`src/rtl/ps2_scan_receiver.sv`:
```
// PS/2 device-to-host receiver: pin conditioning, 11-bit frame deserialiser and
// E0/F0 prefix folding into one registered scan-code event per key action.
module ps2_scan_receiver #(
  parameter int clk_mhz    = 50,
  parameter int timeout_us = 1000,
  parameter int filter_len = 4
) (
  input  logic       clk,
  input  logic       rst,
  input  logic       ps_clock,
  input  logic       ps_data,
  output logic [7:0] code,
  output logic       code_valid,
  output logic       is_break,
  output logic       is_extended,
  output logic       frame_err
);

  localparam int         timeout_cycles = clk_mhz * timeout_us;
  localparam int         tmo_w          = $clog2(timeout_cycles + 1);
  localparam logic [3:0] filt_last      = 4'(filter_len - 1);
  localparam logic [tmo_w-1:0] tmo_limit = tmo_w'(timeout_cycles);

  localparam logic [1:0] st_idle   = 2'd0;
  localparam logic [1:0] st_data   = 2'd1;
  localparam logic [1:0] st_parity = 2'd2;
  localparam logic [1:0] st_stop   = 2'd3;

  // ---------------------------------------------------------------------------
  // Input conditioning: index 0 is the clock pin, index 1 the data pin
  // ---------------------------------------------------------------------------
  logic [1:0] pin_raw;
  logic [1:0] meta_reg;
  logic [1:0] sync_reg;
  logic       clk_sync;
  logic       data_sync;

  assign pin_raw   = {ps_data, ps_clock};
  assign clk_sync  = sync_reg[0];
  assign data_sync = sync_reg[1];

  always_ff @(posedge clk or negedge rst) begin
    if (!rst) begin
      meta_reg <= 2'b11;
      sync_reg <= 2'b11;
    end else begin
      meta_reg <= pin_raw;
      sync_reg <= meta_reg;
    end
  end

  logic       filt_reg;
  logic [3:0] filt_cnt_reg;
  logic       strobe_reg;
  logic       filt_flip;

  // The filtered clock only moves after filter_len consecutive disagreeing samples
  assign filt_flip = (clk_sync != filt_reg) && (filt_cnt_reg == filt_last);

  always_ff @(posedge clk or negedge rst) begin
    if (!rst) begin
      filt_reg     <= 1'b1;
      filt_cnt_reg <= 4'd0;
      strobe_reg   <= 1'b0;
    end else begin
      strobe_reg <= filt_flip && filt_reg;
      if (clk_sync == filt_reg) begin
        filt_cnt_reg <= 4'd0;
      end else if (filt_flip) begin
        filt_reg     <= ~filt_reg;
        filt_cnt_reg <= 4'd0;
      end else begin
        filt_cnt_reg <= filt_cnt_reg + 4'd1;
      end
    end
  end

  // ---------------------------------------------------------------------------
  // Frame FSM, timeout and prefix handling
  // ---------------------------------------------------------------------------
  logic [1:0]       state_reg,    state_next;
  logic [2:0]       bit_cnt_reg,  bit_cnt_next;
  logic [7:0]       shift_reg,    shift_next;
  logic             parity_reg,   parity_next;
  logic [tmo_w-1:0] tmo_reg,      tmo_next;
  logic             ext_pend_reg, ext_pend_next;
  logic             brk_pend_reg, brk_pend_next;
  logic [7:0]       code_reg,     code_next;
  logic             brk_out_reg,  brk_out_next;
  logic             ext_out_reg,  ext_out_next;
  logic             valid_reg,    valid_next;
  logic             err_reg,      err_next;
  logic             ps_bit;
  logic             frame_good;

  assign ps_bit     = data_sync;
  assign frame_good = ps_bit && (^{shift_reg, parity_reg});

  always_comb begin
    state_next    = state_reg;
    bit_cnt_next  = bit_cnt_reg;
    shift_next    = shift_reg;
    parity_next   = parity_reg;
    ext_pend_next = ext_pend_reg;
    brk_pend_next = brk_pend_reg;
    code_next     = code_reg;
    brk_out_next  = brk_out_reg;
    ext_out_next  = ext_out_reg;
    valid_next    = 1'b0;
    err_next      = 1'b0;

    if (state_reg == st_idle || strobe_reg) begin
      tmo_next = '0;
    end else begin
      tmo_next = tmo_reg + tmo_w'(1);
    end

    if (state_reg != st_idle && tmo_reg == tmo_limit) begin
      // A stalled frame is abandoned together with any prefix it belonged to
      state_next    = st_idle;
      shift_next    = 8'h00;
      tmo_next      = '0;
      ext_pend_next = 1'b0;
      brk_pend_next = 1'b0;
      err_next      = 1'b1;
    end else if (strobe_reg) begin
      case (state_reg)
        st_idle: begin
          if (!ps_bit) begin
            state_next   = st_data;
            bit_cnt_next = 3'd0;
          end
        end
        st_data: begin
          shift_next   = {ps_bit, shift_reg[7:1]};
          bit_cnt_next = bit_cnt_reg + 3'd1;
          if (bit_cnt_reg == 3'd7) begin
            state_next = st_parity;
          end
        end
        st_parity: begin
          parity_next = ps_bit;
          state_next  = st_stop;
        end
        default: begin
          state_next = st_idle;
          if (!frame_good) begin
            err_next      = 1'b1;
            ext_pend_next = 1'b0;
            brk_pend_next = 1'b0;
          end else if (shift_reg == 8'hE0) begin
            ext_pend_next = 1'b1;
          end else if (shift_reg == 8'hF0) begin
            brk_pend_next = 1'b1;
          end else begin
            code_next     = shift_reg;
            brk_out_next  = brk_pend_reg;
            ext_out_next  = ext_pend_reg;
            valid_next    = 1'b1;
            ext_pend_next = 1'b0;
            brk_pend_next = 1'b0;
          end
        end
      endcase
    end
  end

  always_ff @(posedge clk or negedge rst) begin
    if (!rst) begin
      state_reg    <= st_idle;
      bit_cnt_reg  <= 3'd0;
      shift_reg    <= 8'h00;
      parity_reg   <= 1'b0;
      tmo_reg      <= '0;
      ext_pend_reg <= 1'b0;
      brk_pend_reg <= 1'b0;
      code_reg     <= 8'h00;
      brk_out_reg  <= 1'b0;
      ext_out_reg  <= 1'b0;
      valid_reg    <= 1'b0;
      err_reg      <= 1'b0;
    end else begin
      state_reg    <= state_next;
      bit_cnt_reg  <= bit_cnt_next;
      shift_reg    <= shift_next;
      parity_reg   <= parity_next;
      tmo_reg      <= tmo_next;
      ext_pend_reg <= ext_pend_next;
      brk_pend_reg <= brk_pend_next;
      code_reg     <= code_next;
      brk_out_reg  <= brk_out_next;
      ext_out_reg  <= ext_out_next;
      valid_reg    <= valid_next;
      err_reg      <= err_next;
    end
  end

  assign code        = code_reg;
  assign code_valid  = valid_reg;
  assign is_break    = brk_out_reg;
  assign is_extended = ext_out_reg;
  assign frame_err   = err_reg;

endmodule

```
`config.mk`:
```
export PLATFORM = sky130hd
export DESIGN_NAME = ps2_scan_receiver
export DESIGN_NICKNAME = d
export VERILOG_FILES = /design/src/rtl/ps2_scan_receiver.sv
export SDC_FILE = /design/constraint.sdc
export NUM_CORES = 1
export LEC_CHECK = 0
export CAP_MARGIN = 10
export CELL_PAD_IN_SITES_DETAIL_PLACEMENT = 0
export CELL_PAD_IN_SITES_GLOBAL_PLACEMENT = 1
export CORE_MARGIN = 5
export CORE_UTILIZATION = 49
export CTS_BUF_LIST = sky130_fd_sc_hd__clkbuf_2
export DETAILED_ROUTE_END_ITERATION = 8
export PLACE_DENSITY_LB_ADDON = 0.25
export SETUP_SLACK_MARGIN = 0.3
export SKIP_CTS_REPAIR_TIMING = 1
export SLEW_MARGIN = 20
export SYNTH_ARGS = -nofsm -noshare
export SYNTH_HDL_FRONTEND = slang
export SYNTH_SLANG_ARGS = --single-unit
```
`constraint.sdc`:
```
create_clock -name clk -period 2.35 [get_ports clk]
set_input_delay 0.47 -clock clk [delete_from_list [all_inputs] [get_ports clk]]
set_output_delay 0.47 -clock clk [all_outputs]
set_load 0.01 [all_outputs]
```
==> impl_metrics.env <==
export IMPL_grt_pass1_wl_mm=7.30
export IMPL_slew_violations=0
export IMPL_setup_tns_ns=0
export IMPL_ys_flop_type="dfrtp_1"
export IMPL_vdd_drop_max_mv=0.377
export IMPL_wirelength_mm=4.60
export IMPL_coreArea_sq_um=5070
export IMPL_chipWidth_um=81.9
export IMPL_largest_register_ffs=16
export IMPL_htreeDepth=2
export IMPL_syn_area_sq_um=2530
export IMPL_grt_overflow_total=0
export IMPL_slowest_stage="or4bb_4"
export IMPL_vias_per_cell=5.07
export IMPL_worst_slew_pin_slew_ns=0.560
export IMPL_ys_ff_latch=54
export IMPL_crit_path_start_kind="register"
export IMPL_root_buffer="clkbuf_2"
export IMPL_numPortBuffers=15
export IMPL_synthArstFlopShare=1.00
export IMPL_ant_nets=0
export IMPL_max_slew_margin_rel=0.627
export IMPL_p_per_area_nw_per_um2=611
export IMPL_wire_per_inst_um=14.0
export IMPL_grt_pass1_vias=1587
export IMPL_hold_violations=0
export IMPL_area_growth_syn_to_layout_pct=17.4
export IMPL_fmax_mhz=475
export IMPL_critPathTopFamily="simple AND/OR/NAND/NOR gates"
export IMPL_vias=1667
export IMPL_drt_pass1_iterations=4
export IMPL_track_usage=0.142
export IMPL_hold_class="register to register"
export IMPL_cp_cell_sequence="or4bb_4 -> nor4_4 -> buf_4 -> nor3_4 -> nand3_2 -> mux2_4"
export IMPL_status="complete, no violations"
export IMPL_antenna_cells=0
export IMPL_grt_max_degree=26
export IMPL_place_congestion=0.765
export IMPL_crit_fanout=5
export IMPL_first_iter_violations=101
export IMPL_cts_tree="built"
export IMPL_holdWs_ns=0.375
export IMPL_rows=26
export IMPL_clkTransAtPathRegs_ns=0.25
export IMPL_cap_violations=0
export IMPL_finalSetupViolCount=0
export IMPL_n_fill_cell=451
export IMPL_synth_cells=223
export IMPL_numCtsBuffers=5
export IMPL_antenna_found_initial=0
export IMPL_synth_enable_flop_cells=0
export IMPL_post_route_period_util=0.896
export IMPL_fin_crit_ns=2.11
export IMPL_path_buf_inv=1
export IMPL_synth_nets=237
export IMPL_cts_sinks=54
export IMPL_ios=16
export IMPL_start_util=0.499
export IMPL_rsz0062_at_grt="yes"
export IMPL_skew_ns=0.0347
export IMPL_leakagePower_uw=0.00138
export IMPL_syn_avg_cell_area_sq_um=11.4
export IMPL_dpl_hpwl_mm=2.99
export IMPL_arrival_ns=2.48
export IMPL_clockBufferDepth=2
export IMPL_drc=0
export IMPL_die_h_um=81.9
export IMPL_end_kind="register"
export IMPL_die_area_sq_um=6710
export IMPL_nNetsFinal=272
export IMPL_cpPeakStageDelay_ns=0.57
export IMPL_ys_warnings_count=0
export IMPL_worst_skew_pair_late_latency_ns=0.45
export IMPL_ys_seq_area_frac=0.536
export IMPL_path_class="register to register"
export IMPL_synth_cell_types=39
export IMPL_drive_gt1_frac=0.224
export IMPL_required_ns=2.72
## power by group
| group | switching, uW | total, uW | internal (uW) | leakage (uW) |
|---|---|---|---|---|
| Combinational | 221 | 410 | 189 | 0.000615 |
| Sequential | 45.1 | 1040 | 995 | 0.000732 |
| Clock | 287 | 366 | 78.5 | 0.0000330 |
| Total | 554 | 1820 | 1260 | 0.00138 |
## per-stage QoR
step | cells | setup WS (ns) | instance area [sq um] | power [uW] | util
floorplan | 223 | 0.303 | 2530 | 1290 | -
global placement | 308 | 0.216 | 2780 | 1380 | 0.547
detailed placement | 308 | 0.151 | 2780 | 1390 | 0.547
CTS | 316 | 0.137 | 2820 | 1750 | 0.556
global route | 329 | 0.162 | 2970 | 1940 | 0.586
finish | 329 | 0.244 | 2970 | 1820 | 0.586
## layer usage
metal | wire length, um | vias up | GRT usage | share of wire
met3 | 149 | 5 | 0.0296 | 0.032
met4 | 55 | 0 | 0.0598 | 0.012
met1 | 2290 | 808 | 0.195 | 0.50
li1 | - | 831 | - | -
met2 | 2110 | 23 | 0.218 | 0.46
met5 | 0 | - | 0 | 0
## cell type report
| type | count | area (sq um) | share of cell area |
|---|---|---|---|
| clock inverters | 2 | 13.8 | 0.00463 |
| flip-flops and latches | 54 | 1360 | 0.457 |
| multi-input cells | 154 | 1150 | 0.387 |
| repair buffers | 33 | 294 | 0.0989 |
| well taps | 70 | 87.6 | 0.0295 |
| inverters | 10 | 37.5 | 0.0126 |
| clock buffers | 6 | 30.0 | 0.0101 |
## placed cells by master (no fill, tap or decap), types with 2 or more instances in the layout
| cell type | netlist | routed |
|---|---|---|
| dfrtp_1 | 49 | 48 |
| nor2_1 | 27 | 27 |
| nand2_1 | 16 | 16 |
| clkdlybuf4s50_1 | 0 | 14 |
| buf_4 | 0 | 14 |
| nand3_1 | 13 | 13 |
| xnor2_1 | 12 | 12 |
| a21oi_1 | 12 | 12 |
| inv_1 | 10 | 10 |
| mux2_4 | 9 | 9 |
| ha_1 | 10 | 9 |
| xor2_1 | 7 | 7 |
| clkbuf_2 | 1 | 6 |
| o21ai_0 | 5 | 5 |
| dfstp_2 | 5 | 5 |
| mux2_2 | 4 | 4 |
| a22o_1 | 4 | 4 |
| and4_1 | 3 | 3 |
| nand4_1 | 3 | 3 |
| or2_2 | 3 | 3 |
| buf_6 | 1 | 3 |
| nor2b_1 | 2 | 2 |
| nor3_1 | 3 | 2 |
| or3_1 | 3 | 2 |
| a31oi_1 | 2 | 2 |
## synthesized netlist by cell type (all sizes together), types with 3 or more instances
master | number | area, sq um
dfstp | 5 | 131
and4 | 3 | 26.3
or3 | 3 | 18.8
ha | 10 | 125
or2 | 3 | 18.8
nor3 | 3 | 15.0
nor2 | 27 | 101
clkbuf | 3 | 12.5
a21oi | 12 | 60.1
nand3 | 14 | 75.1
nand4 | 3 | 18.8
inv | 10 | 37.5
a22o | 4 | 35.0
mux2 | 13 | 180
o21ai | 5 | 25.0
nand2 | 16 | 60.1
xor2 | 7 | 61.3
xnor2 | 13 | 121
buf | 3 | 21.3
dfrtp | 49 | 1230
## final timing paths
| path | endpoint | start | slack (ns) | depth (start not counted) |
|---|---|---|---|---|
| worst max-delay path | is_break | tmo_reg[12] | 0.24 | 6 |
| worst min-delay path | sync_reg[1] | meta_reg[1] | 0.37 | 0 |
| worst max register to register | is_break | tmo_reg[12] | 0.24 | 6 |
| worst min register to register | sync_reg[1] | meta_reg[1] | 0.37 | 0 |
| max in group asynchronous | meta_reg[1] | rst | 1.15 | 3 |
| min in group asynchronous | parity_reg | rst | 0.49 | 2 |
## cells by family after synthesis
family / Yosys count / share of synthesized area
AO/OA/AOI/OAI: 23 / 0.0524
XOR/XNOR: 21 / 0.0810
flip-flops: 54 / 0.536
multiplexers: 13 / 0.0711
adder cells (fa/ha/maj): 10 / 0.0494
buffers and inverters: 16 / 0.0282
AND/OR/NAND/NOR: 86 / 0.182
No activity file was read; power rests on OpenSTA's default activity.
